`src/rtl/bmp_gray_convert_if.sv`:
```
// Single-port RAM bus between the grayscale stage (master) and the frame RAM (slave).
interface bmp_gray_convert_if #(
   parameter int ADDR_WIDTH = 20,
   parameter int BYTE_WIDTH = 8
);
   logic                  RAM_ren;
   logic                  RAM_wen;
   logic [ADDR_WIDTH-1:0] RAM_addr;
   logic [BYTE_WIDTH-1:0] RAM_in;
   logic [BYTE_WIDTH-1:0] RAM_out;

   modport master (
      output RAM_ren, RAM_wen, RAM_addr, RAM_in,
      input  RAM_out
   );

   modport slave (
      input  RAM_ren, RAM_wen, RAM_addr, RAM_in,
      output RAM_out
   );
endinterface

```
`src/rtl/bmp_gray_convert.sv`:
```
// In-place BGR->gray conversion of a 24-bit BMP pixel array held in single-port RAM.
// Define GRAY_ROUND_EN for round-half-up instead of truncation.
module bmp_gray_convert #(
   parameter int ADDR_WIDTH = 20,
   parameter int BYTE_WIDTH = 8,
   parameter int HDR_SIZE   = 54,
   parameter int IMG_W      = 512,
   parameter int IMG_H      = 512
) (
   input  logic               clk,
   input  logic               rst_n,
   input  logic               start,
   bmp_gray_convert_if.master ram,
   output logic               busy,
   output logic               done
);

   localparam int ROW_PAD = (4 - (3 * IMG_W) % 4) % 4;
   localparam int CW      = (IMG_W > 1) ? $clog2(IMG_W) : 1;
   localparam int RW      = (IMG_H > 1) ? $clog2(IMG_H) : 1;

   localparam logic [CW-1:0]         COL_LAST = CW'(IMG_W - 1);
   localparam logic [RW-1:0]         ROW_LAST = RW'(IMG_H - 1);
   localparam logic [ADDR_WIDTH-1:0] P_BASE   = ADDR_WIDTH'(HDR_SIZE);
   localparam logic [ADDR_WIDTH-1:0] P_PIX    = ADDR_WIDTH'(3);
   localparam logic [ADDR_WIDTH-1:0] P_ROW    = ADDR_WIDTH'(3 + ROW_PAD);
   localparam logic [ADDR_WIDTH-1:0] OFS_G    = ADDR_WIDTH'(1);
   localparam logic [ADDR_WIDTH-1:0] OFS_R    = ADDR_WIDTH'(2);

   typedef enum logic [3:0] {
      IDLE, RD_B, RD_G, RD_R, CAP, CALC, WR_B, WR_G, WR_R, DONE
   } state_t;

   state_t                state, state_n;
   logic [ADDR_WIDTH-1:0] p, p_n, addr, addr_n;
   logic [CW-1:0]         col, col_n;
   logic [RW-1:0]         row, row_n;
   logic                  ren, ren_n, wen, wen_n, busy_n, done_n;
   logic [BYTE_WIDTH-1:0] din, din_n, b, g, r, gray;
   logic [17:0]           acc;

   always_comb begin
      acc = 18'd77 * 18'(r) + 18'd150 * 18'(g) + 18'd29 * 18'(b);
`ifdef GRAY_ROUND_EN
      acc = acc + 18'd128;
`else
      acc = acc;
`endif
      gray = BYTE_WIDTH'(acc[15:8]);
   end

   // Next state and pointer first; the bus outputs are then decoded from the
   // next state and registered, so they are valid during the state they belong to.
   always_comb begin
      state_n = state;
      p_n     = p;
      col_n   = col;
      row_n   = row;
      case (state)
         IDLE: if (start) state_n = RD_B;
         RD_B: state_n = RD_G;
         RD_G: state_n = RD_R;
         RD_R: state_n = CAP;
         CAP:  state_n = CALC;
         CALC: state_n = WR_B;
         WR_B: state_n = WR_G;
         WR_G: state_n = WR_R;
         WR_R: begin
            if (col != COL_LAST) begin
               p_n     = p + P_PIX;
               col_n   = col + 1'b1;
               state_n = RD_B;
            end else if (row != ROW_LAST) begin
               p_n     = p + P_ROW;
               col_n   = '0;
               row_n   = row + 1'b1;
               state_n = RD_B;
            end else begin
               state_n = DONE;
            end
         end
         DONE: begin
            p_n     = P_BASE;
            col_n   = '0;
            row_n   = '0;
            state_n = IDLE;
         end
         default: state_n = IDLE;
      endcase

      ren_n  = 1'b0;
      wen_n  = 1'b0;
      addr_n = '0;
      din_n  = '0;
      case (state_n)
         RD_B: begin ren_n = 1'b1; addr_n = p_n;         end
         RD_G: begin ren_n = 1'b1; addr_n = p_n + OFS_G; end
         RD_R: begin ren_n = 1'b1; addr_n = p_n + OFS_R; end
         WR_B: begin wen_n = 1'b1; addr_n = p_n;         din_n = gray; end
         WR_G: begin wen_n = 1'b1; addr_n = p_n + OFS_G; din_n = din;  end
         WR_R: begin wen_n = 1'b1; addr_n = p_n + OFS_R; din_n = din;  end
         default: ;
      endcase
      busy_n = (state_n != IDLE) && (state_n != DONE);
      done_n = (state_n == DONE);
   end

   always_ff @(posedge clk or negedge rst_n) begin
      if (!rst_n) begin
         state <= IDLE;
         p     <= P_BASE;
         col   <= '0;
         row   <= '0;
         ren   <= 1'b0;
         wen   <= 1'b0;
         addr  <= '0;
         din   <= '0;
         busy  <= 1'b0;
         done  <= 1'b0;
      end else begin
         state <= state_n;
         p     <= p_n;
         col   <= col_n;
         row   <= row_n;
         ren   <= ren_n;
         wen   <= wen_n;
         addr  <= addr_n;
         din   <= din_n;
         busy  <= busy_n;
         done  <= done_n;
      end
   end

   // Read data arrives the cycle after each read request.
   always_ff @(posedge clk or negedge rst_n) begin
      if (!rst_n) begin
         b <= '0;
         g <= '0;
         r <= '0;
      end else begin
         case (state)
            RD_G:    b <= ram.RAM_out;
            RD_R:    g <= ram.RAM_out;
            CAP:     r <= ram.RAM_out;
            default: ;
         endcase
      end
   end

   assign ram.RAM_ren  = ren;
   assign ram.RAM_wen  = wen;
   assign ram.RAM_addr = addr;
   assign ram.RAM_in   = din;

endmodule

```
`src/flat_wrapper.sv`:
```
// flat-port wrapper written by rule: the top's interface ports become plain ports
module bmp_gray_convert_flat 
#(
   parameter int ADDR_WIDTH = 20,
   parameter int BYTE_WIDTH = 8,
   parameter int HDR_SIZE   = 54,
   parameter int IMG_W      = 512,
   parameter int IMG_H      = 512
)
  (clk, rst_n, start, busy, done, ram_RAM_ren, ram_RAM_wen, ram_RAM_addr, ram_RAM_in, ram_RAM_out);
  bmp_gray_convert_if #(.ADDR_WIDTH(ADDR_WIDTH), .BYTE_WIDTH(BYTE_WIDTH)) ram_i ();
  input  logic clk;
  input  logic rst_n;
  input  logic start;
  output logic busy;
  output logic done;
  output wire logic [$bits(ram_i.RAM_ren)-1:0] ram_RAM_ren;
  output wire logic [$bits(ram_i.RAM_wen)-1:0] ram_RAM_wen;
  output wire logic [$bits(ram_i.RAM_addr)-1:0] ram_RAM_addr;
  output wire logic [$bits(ram_i.RAM_in)-1:0] ram_RAM_in;
  input wire logic [$bits(ram_i.RAM_out)-1:0] ram_RAM_out;
  assign ram_RAM_ren = ram_i.RAM_ren;
  assign ram_RAM_wen = ram_i.RAM_wen;
  assign ram_RAM_addr = ram_i.RAM_addr;
  assign ram_RAM_in = ram_i.RAM_in;
  assign ram_i.RAM_out = ram_RAM_out;
  bmp_gray_convert #(.ADDR_WIDTH(ADDR_WIDTH), .BYTE_WIDTH(BYTE_WIDTH), .HDR_SIZE(HDR_SIZE), .IMG_W(IMG_W), .IMG_H(IMG_H)) u_core (.clk(clk), .rst_n(rst_n), .start(start), .ram(ram_i), .busy(busy), .done(done));
endmodule
```
`config.mk`:
```
export PLATFORM = sky130hd
export DESIGN_NAME = bmp_gray_convert_flat
export DESIGN_NICKNAME = d
export VERILOG_FILES = /design/src/rtl/bmp_gray_convert_if.sv /design/src/rtl/bmp_gray_convert.sv /design/src/flat_wrapper.sv
export SDC_FILE = /design/constraint.sdc
export NUM_CORES = 1
export LEC_CHECK = 0
export ABC_CLOCK_PERIOD_IN_PS = 16700
export CAP_MARGIN = 30
export CORE_MARGIN = 2
export CORE_UTILIZATION = 29
export CTS_CLUSTER_SIZE = 14
export DETAILED_ROUTE_END_ITERATION = 10
export PLACE_DENSITY_LB_ADDON = 0.08
export SYNTH_ARGS = -nofsm -noshare
export SYNTH_HDL_FRONTEND = slang
export SYNTH_SLANG_ARGS = --single-unit
```
`constraint.sdc`:
```
create_clock -name clk -period 16.7 [get_ports clk]
set_input_delay 4.175 -clock clk [delete_from_list [all_inputs] [get_ports clk]]
set_output_delay 4.175 -clock clk [all_outputs]
set_load 0.01 [all_outputs]
```
; Yosys cells after proc, flatten, opt, wreduce, memory -nomap -nowiden
; Cells that the tools add are included.
; W data, S select, Z words.
[word_totals]
wordCells = 74
reg_bits = 98
in_bits = 11
[classes]
n_eq_ne = 22
mul = 3
muxes = 17
reduce_logical = 12
addsub = 7
[op_table]
columns = operator, n
row1 = $pmux W20 S3, 1
row2 = $add A20 B2 Y20 const B, 2
row3 = $mux W20, 2
row4 = $pmux W20 S2, 1
row5 = $mux W9, 4
row6 = $pmux W4 S9, 1
row7 = $pmux W9 S2, 2
row8 = $mul A7 B8 Y15 const A, 2
row9 = $eq A4 B3 Y1 const B, 6
row10 = $add A20 B1 Y20 const B, 1
row11 = $add A9 B1 Y9 const B, 2
row12 = $ne A9 B9 Y1 const B, 2
row13 = $add A15 B16 Y16, 1
row14 = $add A16 B13 Y16, 1
row15 = $eq A4 B2 Y1 const B, 4
row16 = $eq A4 B4 Y1 const B, 4
row17 = $pmux W8 S2, 1
row18 = $mul A5 B8 Y13 const A, 1
row19 = $mux W4, 3
row20 = $eq A4 B1 Y1 const B, 2
row21 = $reduce_or A2 Y1, 4
row22 = $reduce_or A3 Y1, 2
row23 = $logic_not A4 Y1, 1
row24 = $ne A4 B4 Y1 const B, 1
row25 = 9 further kinds, 10

; Depth between registers and ports, before layout
[depth]
ltp_word = 7
depth_mapped = 26
depth_no_buf = 26

; Worst setup path before layout
; OpenSTA, ideal clock, no wires.
[synth_timing]
kind = flip-flop to flip-flop
from = reg u_core.g[4]
to = reg u_core.din[7], in the netlist u_core.ram.RAM_in[7]
setup_slack_ns = 10.512
t_arrival_ns = 6.067
stages_incl_launch_ff = 24
setup_ns = 0.121
path_buffers = 0
synth_period_minus_slack_ns = 6.188
cell_sequence = dfrtp_1 ha_1 ha_1 inv_1 fa_1 fa_1 inv_1 ha_1 xor2_1 fa_1 fa_1 inv_1 fa_1 fa_1 inv_1 ha_1 o21ai_0 a21oi_1 nand2_1 o21ai_0 o41a_1 xnor2_1 xnor2_1 a22o_1
[synth_between]
elab_chain_len = 4
[synth_rtl]
columns = element, line_no
row1 = "start, declared", bmp_gray_convert.sv:39  ; logic [BYTE_WIDTH-1:0] din, din_n, b, g, r, gray;
row2 = "start signal, assigned", bmp_gray_convert.sv:143  ; RD_R: g <= ram.RAM_out;
row3 = $mul A7 B8 Y15, bmp_gray_convert.sv:43  ; acc = 18'd77 * 18'(r) + 18'd150 * 18'(g) + 18'd29 * 18'(b);
row4 = $add A15 B16 Y16, bmp_gray_convert.sv:43
row5 = $add A16 B13 Y16, bmp_gray_convert.sv:43
row6 = $pmux W8 S2, bmp_gray_convert.sv:95  ; case (state_n)
row7 = "end signal, assigned", bmp_gray_convert.sv:128  ; din <= din_n;
row8 = "end, declared", bmp_gray_convert.sv:39
; Every way passes these cells.
; A chain may end at the register's enable or synchronous reset.

; Final worst setup path
[layout_timing]
from = reg u_core.g[4]
to = reg u_core.din[6], in the netlist u_core.ram.RAM_in[6]
; Same word-level chain as after synthesis.

==> flow_metrics.tcl <==
set metrics [dict create \
    cts_setup_buffers 0 \
    cp.required_ps 16940 \
    worst-path-max-fanout 5 \
    viasPerCell 4.77 \
    placed_area_um2 9180 \
    cts_made_buffers 9 \
    end_kind "flop" \
    synth_edf_count 0 \
    first_iter_violations 258 \
    utilization_pct 33.8 \
    grt_max_degree 41 \
    ctsHoldBuffers 0 \
    die_y_um 173 \
    r2r_setup_slack_ps 10040 \
    globalplace.congestion 0.767 \
    multi_input_area_um2 5370 \
    clock_latency_ps 360 \
    cts_sinks 98 \
    io_pins 43 \
    ctsLongestPathBuffers 2 \
    tightest_slew_ps 1150 \
    hold_path_depth 1 \
    synthCells 836 \
    area_delta_synth_final_pct 13.9 \
    fp-row-count 61 \
    portBuffers 42 \
    startpoint_type "flop" \
    antennaDiodeCount 0 \
    worstRegToRegCells 23 \
    status "completed" \
    dp_hpwl_mm 16.4 \
    ant_nets 0 \
    setup_viol 0 \
    nets 1032 \
    stdcell_area_um2 9460 \
    drive_gt1_share_pct 10.1 \
    start_util_pct 29.6 \
    grt-ovfl-total 0 \
    setup-tns-final_ps 0 \
    post_drt_wl_per_cell_um 16.9 \
    fin_crit_sh_pct 39.9 \
    first_pass_iters 5 \
    grt_first_pass_wirelength_mm 35.4 \
    worst_ep_arrival_time_ps 6900 \
    rsz0062_at_grt "no" \
    max_cap_violations 0 \
    path_class "flop to flop" \
    clock.fmax_mhz 150 \
    synthArstFlopShare_pct 100 \
    netlist_area_um2 8300 \
    ys_types 91 \
    cts-root-buf "clkbuf_16" \
    register_area_um2 2460 \
    grt_antenna_before_repair 0 \
    routed_wl_mm 21.3 \
    die_w_um 173 \
    hold_viol_final 0 \
    grt_pass1_vias 6240 \
    grt_usage_pct 15.0 \
    cts_tree "built" \
    synth-seq-cells 98 \
    routed-via-count 5994 \
    drv_slew 0 \
    synth_flop_cell "dfrtp_1" \
    die_area_um2 30000 \
    ctsResizeCount 0 \
    cts.clk_slew.worst_paths_ps 70 \
    yosysWarnings 0 \
    worstHoldPathType "flop to flop" \
    ys_seq_area_share_pct 29.6 \
    max_slew_margin_pct 23.2 \
    syn_area_per_cell_um2 9.93 \
    coreArea_um2 28000 \
    h-tree-depth 3 \
    syn_nets 993 \
    hold_ws_ps 520 \
    fill_cells 2922 \
    fin_crit_ps 6660 \
    finClkSkew_ps 12.0 \
    drc 0 \
]
## layout make-up
type                    count  area share (%)
clock inverters             5           0.397
inverters                  98            3.89
well taps                 378            5.00
clock buffers              10            2.53
multi-input cells         615            56.8
repair buffers             53            5.43
flip-flops and latches     98            26.0
## Yosys cell counts (all sizes together) (6+ instances only)
master / instances / area, um^2
a21oi: 29 / 156
a22o: 8 / 70.1
a31oi: 6 / 52.6
and3: 8 / 50.1
clkbuf: 15 / 56.3
nor2b: 6 / 37.5
a22oi: 7 / 66.3
nand2b: 7 / 43.8
mux2: 20 / 225
o21ai: 39 / 210
and2: 8 / 50.1
nand3: 18 / 108
nor4: 6 / 52.6
nand2: 65 / 246
o221ai: 7 / 67.6
buf: 10 / 58.8
nand4: 18 / 128
xor2: 18 / 158
nor2: 59 / 226
xnor2: 32 / 280
inv: 98 / 368
nor3: 24 / 141
or3: 7 / 48.8
fa: 55 / 1100
dfrtp: 94 / 2350
ha: 91 / 1140
## sequential cells by signal, indices dropped and copies added, names as in the netlist, 8 cells and up
name                 flops
u_core.p                20
u_core.row               9
u_core.ram.RAM_in        8
u_core.b                 8
u_core.r                 8
u_core.g                 8
u_core.ram.RAM_addr     20
u_core.col               9
## kinds of logic after synthesis
kind of cell	share of synthesized area (%)
AOI/OAI and AO/OA	13.3
xor gates and xnor gates	5.28
adders and majority gates	27.0
buffers and inverters	5.82
DFF	29.6
muxes	3.07
and+or+nand+nor	16.0
## worst paths after layout
path,startpoint,end
max in group asynchronous,rst_n,u_core.p[4]
worst max register to register,u_core.g[4],u_core.ram.RAM_in[6]
worst min-delay path,u_core.ram.RAM_in[5],u_core.ram.RAM_in[5]
worst min register to register,u_core.ram.RAM_in[5],u_core.ram.RAM_in[5]
min in group asynchronous,rst_n,u_core.g[1]
worst max-delay path,u_core.g[4],u_core.ram.RAM_in[6]
## layer usage
metal / track usage [%] / wire length (um)
met1: 23.6 / 12000
met2: 21.0 / 8470
met3: 1.98 / 535
met4: 4.03 / 265
met5: 0 / 0
## placed cells by master (no fill, tap or decap), drive strengths merged, types with 5 or more instances in the layout
| master | netlist | routed |
|---|---|---|
| o21a | 5 | 5 |
| clkdlybuf4s50 | 0 | 41 |
| clkbuf | 15 | 10 |
| or2 | 5 | 5 |
| dfrtp | 94 | 94 |
| ha | 91 | 91 |
| o221ai | 7 | 7 |
| a21oi | 29 | 29 |
| a22o | 8 | 8 |
| nand2b | 7 | 7 |
| xnor2 | 32 | 32 |
| inv | 98 | 100 |
| mux2 | 20 | 20 |
| a22oi | 7 | 7 |
| a31oi | 6 | 6 |
| or3 | 7 | 7 |
| nor4 | 6 | 6 |
| nor2 | 59 | 59 |
| and4 | 5 | 5 |
| o21ai | 39 | 39 |
| and3 | 8 | 8 |
| buf | 10 | 12 |
| fa | 55 | 55 |
| nand2 | 65 | 65 |
| nand3 | 18 | 18 |
| nor2b | 6 | 6 |
| nor3 | 24 | 24 |
| and2 | 8 | 8 |
| nand4 | 18 | 18 |
| xor2 | 18 | 18 |
## per-stage QoR
step                setup slack [ps]  std cells
CTS                            10050       1257
detailed placement             10090       1242
global route                    9570       1257
finish                         10040       1257
global placement               10110       1240
floorplan                      10510        836
## worst max-delay path, stage by stage, from the launching register on
cell and delay, ps:
dfrtp_1 450, ha_1 320, ha_1 270, inv_1 50, fa_1 490, fa_1 510
inv_1 40, ha_1 350, xor2_1 210, fa_1 460, fa_1 520, inv_1 50
fa_1 460, fa_1 550, inv_1 40, ha_1 290, o21ai_0 140, a21oi_1 230
nand2_1 120, o21ai_0 360, o21ai_0 170, nor2b_1 170, xnor2_1 120, a22o_1 170
Power is not shown: default switching activity piles up to over one toggle a cycle in this logic, so the estimate is an artifact.
